File: config.mk
export PLATFORM = sky130hd
export DESIGN_NAME = imem_fetch_unit
export DESIGN_NICKNAME = d
export VERILOG_FILES = /design/src/rtl/imem_fetch_pkg.sv /design/src/rtl/imem_fetch_fifo.sv /design/src/rtl/imem_fetch_unit.sv
export SDC_FILE = /design/constraint.sdc
export NUM_CORES = 1
export LEC_CHECK = 0
export CAP_MARGIN = 40
export CORE_UTILIZATION = 35
export DETAILED_ROUTE_END_ITERATION = 16
export PLACE_DENSITY = 0.58
export SYNTH_ARGS = -nofsm -noshare
export SYNTH_HDL_FRONTEND = slang
export SYNTH_SLANG_ARGS = --single-unit
File: constraint.sdc
create_clock -name clk -period 5.9 [get_ports clk]
set_input_delay 0.59 -clock clk [delete_from_list [all_inputs] [get_ports clk]]
set_output_delay 0.59 -clock clk [all_outputs]
set_load 0.01 [all_outputs]
File: src/rtl/imem_fetch_pkg.sv
// ============================================================================
// Module      : imem_fetch_pkg
// Description : Shared widths and types for the instruction fetch unit.
// Revision    : 1.0 - initial release
// ============================================================================
`default_nettype none

package imem_fetch_pkg;

  localparam int ADDR_W = 14;
  localparam int DATA_W = 64;

  typedef logic [ADDR_W-1:0] pc_t;
  typedef logic [DATA_W-1:0] inst_t;

  typedef struct packed {
    inst_t inst;
    pc_t   pc;
  } fetch_entry_t;

endpackage

`default_nettype wire

File: src/rtl/imem_fetch_fifo.sv
// ============================================================================
// Module      : imem_fetch_fifo
// Description : Synchronous FIFO of fetch entries. Push and pop may coincide
//               at any occupancy; flush empties it and overrides both.
// Revision    : 1.0 - initial release
// ============================================================================
`default_nettype none

module imem_fetch_fifo
  import imem_fetch_pkg::*;
#(
  parameter int DEPTH = 4
) (
  input  logic                   clk,
  input  logic                   rst_n,
  input  logic                   i_push,
  input  fetch_entry_t           i_push_data,
  input  logic                   i_pop,
  input  logic                   i_flush,
  output fetch_entry_t           o_head,
  output logic [$clog2(DEPTH):0] o_count,
  output logic                   o_full,
  output logic                   o_empty
);

  localparam int c_ptr_w = $clog2(DEPTH);

  fetch_entry_t       r_mem [DEPTH];
  logic [c_ptr_w-1:0] r_wr_ptr;
  logic [c_ptr_w-1:0] r_rd_ptr;
  logic [c_ptr_w:0]   r_count;
  logic               w_push_en;
  logic               w_pop_en;

  assign o_empty   = (r_count == '0);
  assign o_full    = (r_count == (c_ptr_w+1)'(DEPTH));
  assign w_pop_en  = i_pop & ~o_empty;
  // A push into a full FIFO is only accepted when a pop frees a slot
  assign w_push_en = i_push & (~o_full | w_pop_en);
  assign o_head    = r_mem[r_rd_ptr];
  assign o_count   = r_count;

  // Pointer and occupancy bookkeeping; flush returns to the empty state
  always_ff @(posedge clk or negedge rst_n) begin
    if (!rst_n) begin
      r_wr_ptr <= '0;
      r_rd_ptr <= '0;
      r_count  <= '0;
    end else if (i_flush) begin
      r_wr_ptr <= '0;
      r_rd_ptr <= '0;
      r_count  <= '0;
    end else begin
      if (w_push_en) r_wr_ptr <= r_wr_ptr + c_ptr_w'(1);
      if (w_pop_en)  r_rd_ptr <= r_rd_ptr + c_ptr_w'(1);
      case ({w_push_en, w_pop_en})
        2'b10:   r_count <= r_count + (c_ptr_w+1)'(1);
        2'b01:   r_count <= r_count - (c_ptr_w+1)'(1);
        default: r_count <= r_count;
      endcase
    end
  end

  // Entry storage; cleared on reset so the head reads zero out of reset
  always_ff @(posedge clk or negedge rst_n) begin
    if (!rst_n) begin
      for (int i = 0; i < DEPTH; i++) r_mem[i] <= '0;
    end else if (w_push_en && !i_flush) begin
      r_mem[r_wr_ptr] <= i_push_data;
    end
  end

endmodule

`default_nettype wire

File: src/rtl/imem_fetch_unit.sv
// ============================================================================
// Module      : imem_fetch_unit
// Description : Instruction fetch requester. Issues sequential word addresses
//               to a one-cycle-latency memory port, tags returned words with
//               their PC, buffers them and hands them to decode. A redirect
//               flushes everything and restarts at a new PC.
//               Optional macro IMEM_FETCH_PERF_EN adds saturating counters of
//               delivered instructions and redirects.
// Revision    : 1.0 - initial release
// ============================================================================
`default_nettype none

module imem_fetch_unit
  import imem_fetch_pkg::*;
#(
  parameter int  FIFO_DEPTH = 4,
  parameter pc_t RESET_PC   = '0
) (
  input  logic              clk,
  input  logic              rst_n,
  output logic [ADDR_W-1:0] o_imem_addr,
  input  logic [DATA_W-1:0] i_imem_data,
  input  logic              i_redirect_valid,
  input  logic [ADDR_W-1:0] i_redirect_pc,
  output logic              o_out_valid,
  input  logic              i_out_ready,
  output logic [DATA_W-1:0] o_out_inst,
`ifdef IMEM_FETCH_PERF_EN
  output logic [31:0]       o_perf_fetched,
  output logic [31:0]       o_perf_redirects,
`endif
  output logic [ADDR_W-1:0] o_out_pc
);

  localparam int                c_cnt_w = $clog2(FIFO_DEPTH) + 1;
  localparam logic [c_cnt_w:0]  c_depth = (c_cnt_w+1)'(FIFO_DEPTH);

  pc_t                r_fetch_pc;
  pc_t                r_inflight_pc;
  logic               r_inflight;
  logic [c_cnt_w-1:0] w_count;
  logic [c_cnt_w:0]   w_credit;
  logic               w_full;
  logic               w_empty;
  logic               w_issue;
  logic               w_push;
  logic               w_pop;
  fetch_entry_t       w_push_entry;
  fetch_entry_t       w_head;

  // Credit = buffered entries plus the one read still in flight; a pop in the
  // same cycle is deliberately not counted so the bound stays registered-only
  assign w_credit    = {1'b0, w_count} + {{c_cnt_w{1'b0}}, r_inflight};
  assign w_issue     = i_redirect_valid | (~w_full & (w_credit < c_depth));
  // Address is the next PC to fetch; when not issuing it simply holds
  assign o_imem_addr = i_redirect_valid ? i_redirect_pc : r_fetch_pc;

  // Anything returning or leaving in a redirect cycle belongs to the old path
  assign w_push       = r_inflight & ~i_redirect_valid;
  assign w_pop        = ~w_empty & i_out_ready & ~i_redirect_valid;
  assign w_push_entry = '{inst: i_imem_data, pc: r_inflight_pc};

  assign o_out_valid = ~w_empty;
  assign o_out_inst  = w_head.inst;
  assign o_out_pc    = w_head.pc;

  // Fetch PC advance and in-flight tracking for the one-cycle memory read
  always_ff @(posedge clk or negedge rst_n) begin
    if (!rst_n) begin
      r_fetch_pc    <= RESET_PC;
      r_inflight    <= 1'b0;
      r_inflight_pc <= '0;
    end else begin
      r_inflight <= w_issue;
      if (w_issue) begin
        r_inflight_pc <= o_imem_addr;
        r_fetch_pc    <= o_imem_addr + pc_t'(1);
      end
    end
  end

  imem_fetch_fifo #(
    .DEPTH (FIFO_DEPTH)
  ) u_fifo (
    .clk         (clk),
    .rst_n       (rst_n),
    .i_push      (w_push),
    .i_push_data (w_push_entry),
    .i_pop       (w_pop),
    .i_flush     (i_redirect_valid),
    .o_head      (w_head),
    .o_count     (w_count),
    .o_full      (w_full),
    .o_empty     (w_empty)
  );

`ifdef IMEM_FETCH_PERF_EN
  logic [31:0] r_perf_fetched;
  logic [31:0] r_perf_redirects;

  // Saturating counters; a head killed by a redirect is not counted as fetched
  always_ff @(posedge clk or negedge rst_n) begin
    if (!rst_n) begin
      r_perf_fetched   <= '0;
      r_perf_redirects <= '0;
    end else begin
      if (w_pop && (r_perf_fetched != '1))
        r_perf_fetched <= r_perf_fetched + 32'd1;
      if (i_redirect_valid && (r_perf_redirects != '1))
        r_perf_redirects <= r_perf_redirects + 32'd1;
    end
  end

  assign o_perf_fetched   = r_perf_fetched;
  assign o_perf_redirects = r_perf_redirects;
`endif

endmodule

`default_nettype wire
# Word level (Yosys, flattened, before mapping)
# Cells that the tools add are included.
# W data, S select, Z words.
# totals
out_inout_bits	93
memories	0
latch_bits	0
ram_bits	0
input_bits	82
elab_cells	60
romBits	0
regBits	348
# classes
n_eq_ne	3
n_bitwise	13
div	0
add_sub_neg	6
n_lt_le_gt_ge	4
mux	13
reduce_logical	7
shifts	0
mul	0
# op_table
op	count
$bwmux W312	1
$mux W78	3
$bmux W78 S2	1
$demux W78 S2	1
$add A14 B1 Y14 const B	1
$mux W14	1
$mux W2	4
$and A1 B1 Y1	6
$ge A3 B3 Y1 const B	2
$not A2 Y3	2
$pmux W3 S2	1
$add A2 B1 Y2 const B	2
$add A3 B1 Y4	1
$lt A4 B3 Y1 const B	1
$reduce_bool A2 Y1	2
$add A3 B1 Y3 const B	1
$eq A3 B3 Y1 const B	1
$logic_not A3 Y1	1
$lt A3 B1 Y1 const B	1
$mux W3	1
$not A1 Y1	3
$reduce_bool A3 Y1	1
$sub A3 B1 Y3 const B	1
$eq A2 B1 Y1 const B	1
other kinds (4)	6

# Longest topological paths before layout
# logic_depth
ltp_word	10
depth_mapped	9
mapped_depth_nobuf	7

# Cells and area by module
# From an unflattened synthesis, not the netlist that was laid out.
# unflattened
cells_unflattened	991
area_unflattened_um2	15892.7
# modules_own_cells
module	cells_each	area_each_um2	instances	seq_area_each_um2
imem_fetch_fifo	817	14278.7	1	7982.7
imem_fetch_unit	174	1614.0	1	725.7

# Least setup slack after synthesis
# No wires, ideal clock.
# synth_path
kind	input port to flip-flop
start	input i_redirect_valid
end	register r_fetch_pc[12]
t_required_ps	5763
arrival_time_ps	2145
cell_stages	9
path_buffers	2
setup_ps	137
slack_ps	3619
cell_sequence	buf_2 -> buf_2 -> mux2_2 -> ha_1 -> inv_1 -> a221oi_1 -> nand3_1 -> xnor2_1 -> a21oi_1
# synth_between
elab_chain_len	2
elab_cells_between_ends	3
cone_classes	add/sub: 1; mux: 1; bitwise: 1
# synth_lines
element	line	text
start, declared	imem_fetch_unit.sv:23	input logic i_redirect_valid,
$mux W14	imem_fetch_unit.sv:56	assign o_imem_addr = i_redirect_valid ? i_redirect_pc : r_fetch_pc;
named net o_imem_addr[1]	imem_fetch_unit.sv:21	output logic [ADDR_W-1:0] o_imem_addr,
$add A14 B1 Y14	imem_fetch_unit.sv:77	r_fetch_pc <= o_imem_addr + pc_t'(1);
end signal, assigned	imem_fetch_unit.sv:77	
end, declared	imem_fetch_unit.sv:38	pc_t r_fetch_pc;
# The timed path passes the listed nets, and every way through them passes these cells.
# A chain may end at the register's enable or synchronous reset.

# Worst setup path in the final report
# layout_path
start	register u_fifo.r_rd_ptr[1]
end	output o_out_inst[42]
# layout_between
elab_chain_len	4
# layout_lines
element	line	text
start, declared	imem_fetch_fifo.sv:30	logic [c_ptr_w-1:0] r_rd_ptr;
start signal, assigned	imem_fetch_fifo.sv:55	if (w_pop_en) r_rd_ptr <= r_rd_ptr + c_ptr_w'(1);
$not A2 Y3 (implied by the code)	imem_fetch_fifo.sv:40	assign o_head = r_mem[r_rd_ptr];
$bmux W78 S2	imem_fetch_fifo.sv:40	
$mux W78 (implied by the code) (2 in series)	imem_fetch_fifo.sv:40	
end, declared	imem_fetch_unit.sv:27	output logic [DATA_W-1:0] o_out_inst,
# No other way between the ends. The select of a mux whose other input is x is not followed.

==> results.md <==
* Run status: complete, no violations
* CP cell instances: buf_4 > mux4_2 > clkdlybuf4s50_1
* Post-synthesis cell type count at 40
* Synth Instances at 971
* Crit-path max cell delay at 1.01 ns
* DR pass1 iterations at 4
* Number of synthesized flops with an enable pin at 0
* Initial Util at ~36%
* Kind of critical path: flop to output port
* Critical path's slowest cell: dfrtp_4
* Layout area overhead at 22.83%
* Fin crit period at around 3.6 ns
* CTS max path bufs at 3
* Routed len/inst at 19.50 µm
* H-tree Lvls at 2
* Pleak at 8.132 nW
* Final antenna-violating net count at 0
* Simple-gate share of the synthesized area at 2.794%
* Reg2reg end: u_fifo.r_mem[302]
* CP startpoint kind: flop
* Number of post-CTS setup repair buffers at 0
* Compound-Gate Fraction of Synth Area at about 1.3%
* Worst Setup Slack, final at 2.275 ns
* Layout fillers at 3961
* Endpoints failing hold at 0
* Skew final at 0.008799 ns
* Max Cap Viol at 0
* Worst-path clk slew at 0.06 ns
* CTS Hold Bufs at 0
* Layout Cell Area excl Fill at just under 20000 µm²
* Reg area at 8716 µm²
* DP Area at 18040 µm²
* Max-slew violations at 0
* Synthesized area at 15720 µm²
* CTS buffer count at 41
* Post-synth net total at 1059
* Die span in x at between 200 and 250 µm
* Register area share after synthesis at 55.40%
* Logic pwr share at a little over a third
* Number of top-level pins at 175
* Largest net degree at the start of global routing at roughly 160
* Port bufs at 174
* Crit path required time at ~5.3 ns
* Area contributors post-synth: dfrtp_1, mux2_2, mux4_2
* XOR/XNOR Fraction of Synth Area at less than 1%
* #FFs+latches synth at 348
* Clock network fraction of design power at about a quarter
* Multi-input gate area at approximately 6600 µm²
* Internal at 0.007278 W
* First-pass GRT wire length at 55.43 mm
* Vias/cell at roughly 5.0
* Die Y at 213.9 µm
* Fin nets at 1226
* Routed wire length at 34.27 mm
* Post-CTS resize count at 0
* Root Buffer Master: clkbuf_16
* Switching pwr at approximately 0.0028 W
* Syn Area/Cell at 16.19 µm²
* Top cell type's share of synthesized area at 55.40%
* CTS tree: built
* Core area at 44220 µm²
* GRT Residual Overflow at 0
* Final HPWL from detailed placement at 20.73 mm
* R2R cell count at 7
* VDD IR max at 0.0001910 V
* Top FF cell, synth: dfrtp_1
* HP Class: input pin to asynchronous set/reset pin
* Max Fclk at 275.9 MHz
* Worst slew margin at 38.77%
* Share of cells above drive strength 1 at ~41%
* Diodes inserted at 0
* Post-Synth Adder-Cell Area at 0.5254%
* # rows at between 70 and 80
* RSZ-0062 raised after global routing: false
* Critical-path maximum fanout at 51
* Sink Count at 348
* Post-synthesis mux area share at 36.54%
* Gr usage total at 15.39%
* CP Data Arrival Time at around 3.0 ns
* R2R setup slack at around 3.5 ns
* Worst r2r src: u_fifo.o_count[1]
* GPL Wtd Cong at ~0.73
* Setup TNS at 0 ns
* Die area at roughly 46000 µm²
* Worst-margin pin slew at 0.9185 ns
* Initial antenna violation count at 0
* Setup Viol. Count Final at 0
* Post-synth ARST share at 100.0%
* Yosys Warn Count at 0
* Final period utilization at 61.44%
* Largest area contributor in the netlist: dfrtp_1
* CP Capture Type: output port
* Skew-Pair Late Insertion Delay at 0.53 ns
* Sequential share of power at about two fifths
* Switching Fraction at 27.49%
* Vias in the first global route at between 9000 and 10000
* Largest family of logic cells by synthesized area: multiplexers
* Pwr Density at between 500 and 600 nW/µm²
* Vias at 8712
* Iteration-0 DRC Markers at 467
* Drc violations at 0
* Pre-CTS setup slack at 2.780 ns
[power groups by stage]
stage / combinational, W / sequential [W] / clock, W
after detailed placement: 0.00355 / 0.00419 / 0
after floorplan: 0.00238 / 0.00393 / 0
final: 0.00349 / 0.00416 / 0.00239
after global placement: 0.00344 / 0.00421 / 0
after global routing: 0.00374 / 0.00430 / 0.00257
after CTS: 0.00356 / 0.00416 / 0.00247
[flip-flops by register name (all words and copies together), names as in the netlist]
register         cells
r_fetch_pc          14
r_inflight           1
r_inflight_pc       14
u_fifo.o_count       3
u_fifo.r_mem       312
u_fifo.r_rd_ptr      2
u_fifo.r_wr_ptr      2
[cells in the final DEF, fill, tap and decap left out, types with 2 or more instances in the layout]
master           Yosys  routed
dfrtp_1            348     346
mux2_2             242     242
clkdlybuf4s50_1      0     173
mux2_4              80      80
mux4_2              78      78
nor2_1              42      42
clkbuf_16            0      41
nand2_1             18      18
a21oi_1             17      17
clkbuf_1            16      14
clkbuf_8             0       9
xnor2_1              8       8
buf_4                3       8
inv_1                7       7
mux2i_1              6       6
nand3_1              6       6
xor2_1               6       6
o21ai_0              5       5
ha_1                 5       5
o31ai_1              4       4
nor3_1               4       4
a31oi_1              4       4
clkinv_2             0       4
buf_12               0       4
nand4_1              3       3
nand2b_1             2       2
nand2_4              4       2
nand2_8              0       2
nand3b_1             2       2
nand4b_1             2       2
and3_1               2       2
buf_16               0       2
dfrtp_4              0       2
[through the flow]
stage | cells | utilization, % | total power [W] | hold WS, ns
floorplan | 971 | - | 0.006315 | 0.2944
global placement | 1684 | 40.63 | 0.007643 | 0.4629
detailed placement | 1687 | 40.80 | 0.007738 | 0.4750
CTS | 1757 | 43.66 | 0.01019 | 0.01852
global route | 1757 | 43.66 | 0.01062 | 0.05547
finish | 1757 | 43.66 | 0.01004 | 0.01862
[final cells by class]
type,count,share of cell area [%]
clock buffer,64,6.228
clock inverter,6,0.3175
inverter,8,0.1555
multi-input combinational,551,34.26
sequential,348,45.14
tap,592,3.836
timing repair buffer,188,10.06
[per-layer routing]
layer,track usage (%),vias to the layer above,part of all wire [%]
li1,-,3922,-
met1,22.05,4610,48
met2,23.78,133,47
met3,2.701,47,3.3
met4,4.676,0,1.9
met5,0,-,0
[Yosys cell counts (2+ instances only)]
library cell and instances:
mux2_4 80, nor3_1 4, mux4_2 78, mux2i_1 6
ha_1 5, nand3b_1 2, o31ai_1 4, buf_2 32
nor2_1 42, nand4b_1 2, nand4_1 3, o21ai_0 5
a31oi_1 4, buf_6 12, dfrtp_1 348, inv_1 7
nand2_1 18, mux2_2 242, a21oi_1 17, clkbuf_1 16
xnor2_1 8, nand2_4 4, and3_1 2, buf_4 3
nand2b_1 2, xor2_1 6, nand3_1 6
[logic make-up after synthesis]
| logic type | count (synthesis) |
|---|---|
| fa+ha+maj | 6 |
| compound gates | 36 |
| flops | 348 |
| xor+xnor | 14 |
| buf+inv | 72 |
| simple gates | 89 |
| mux | 406 |
[how the worst max path moves through the flow]
stage	from	endpoint	slack, ns	cells after the start
4_1_cts	u_fifo.r_rd_ptr[1]	o_out_pc[10]	2.17	3
6_report	u_fifo.r_rd_ptr[1]	o_out_inst[42]	2.27	3
2_1_floorplan	i_redirect_valid	r_fetch_pc[12]	3.62	9
3_3_place_gp	u_fifo.r_rd_ptr[0]	o_out_pc[9]	2.60	3
5_1_grt	u_fifo.r_rd_ptr[1]	o_out_pc[10]	2.16	3
3_5_place_dp	u_fifo.r_rd_ptr[1]	o_out_pc[10]	2.78	3
[worst max-delay path: cells and delay by family (launching register included)]
kind / cells / cell delay, ns
multiplexers: 1 / 0.42
buffers and inverters: 2 / 1.04
flip-flops: 1 / 1.01
No activity file was read; power rests on OpenSTA's default activity.
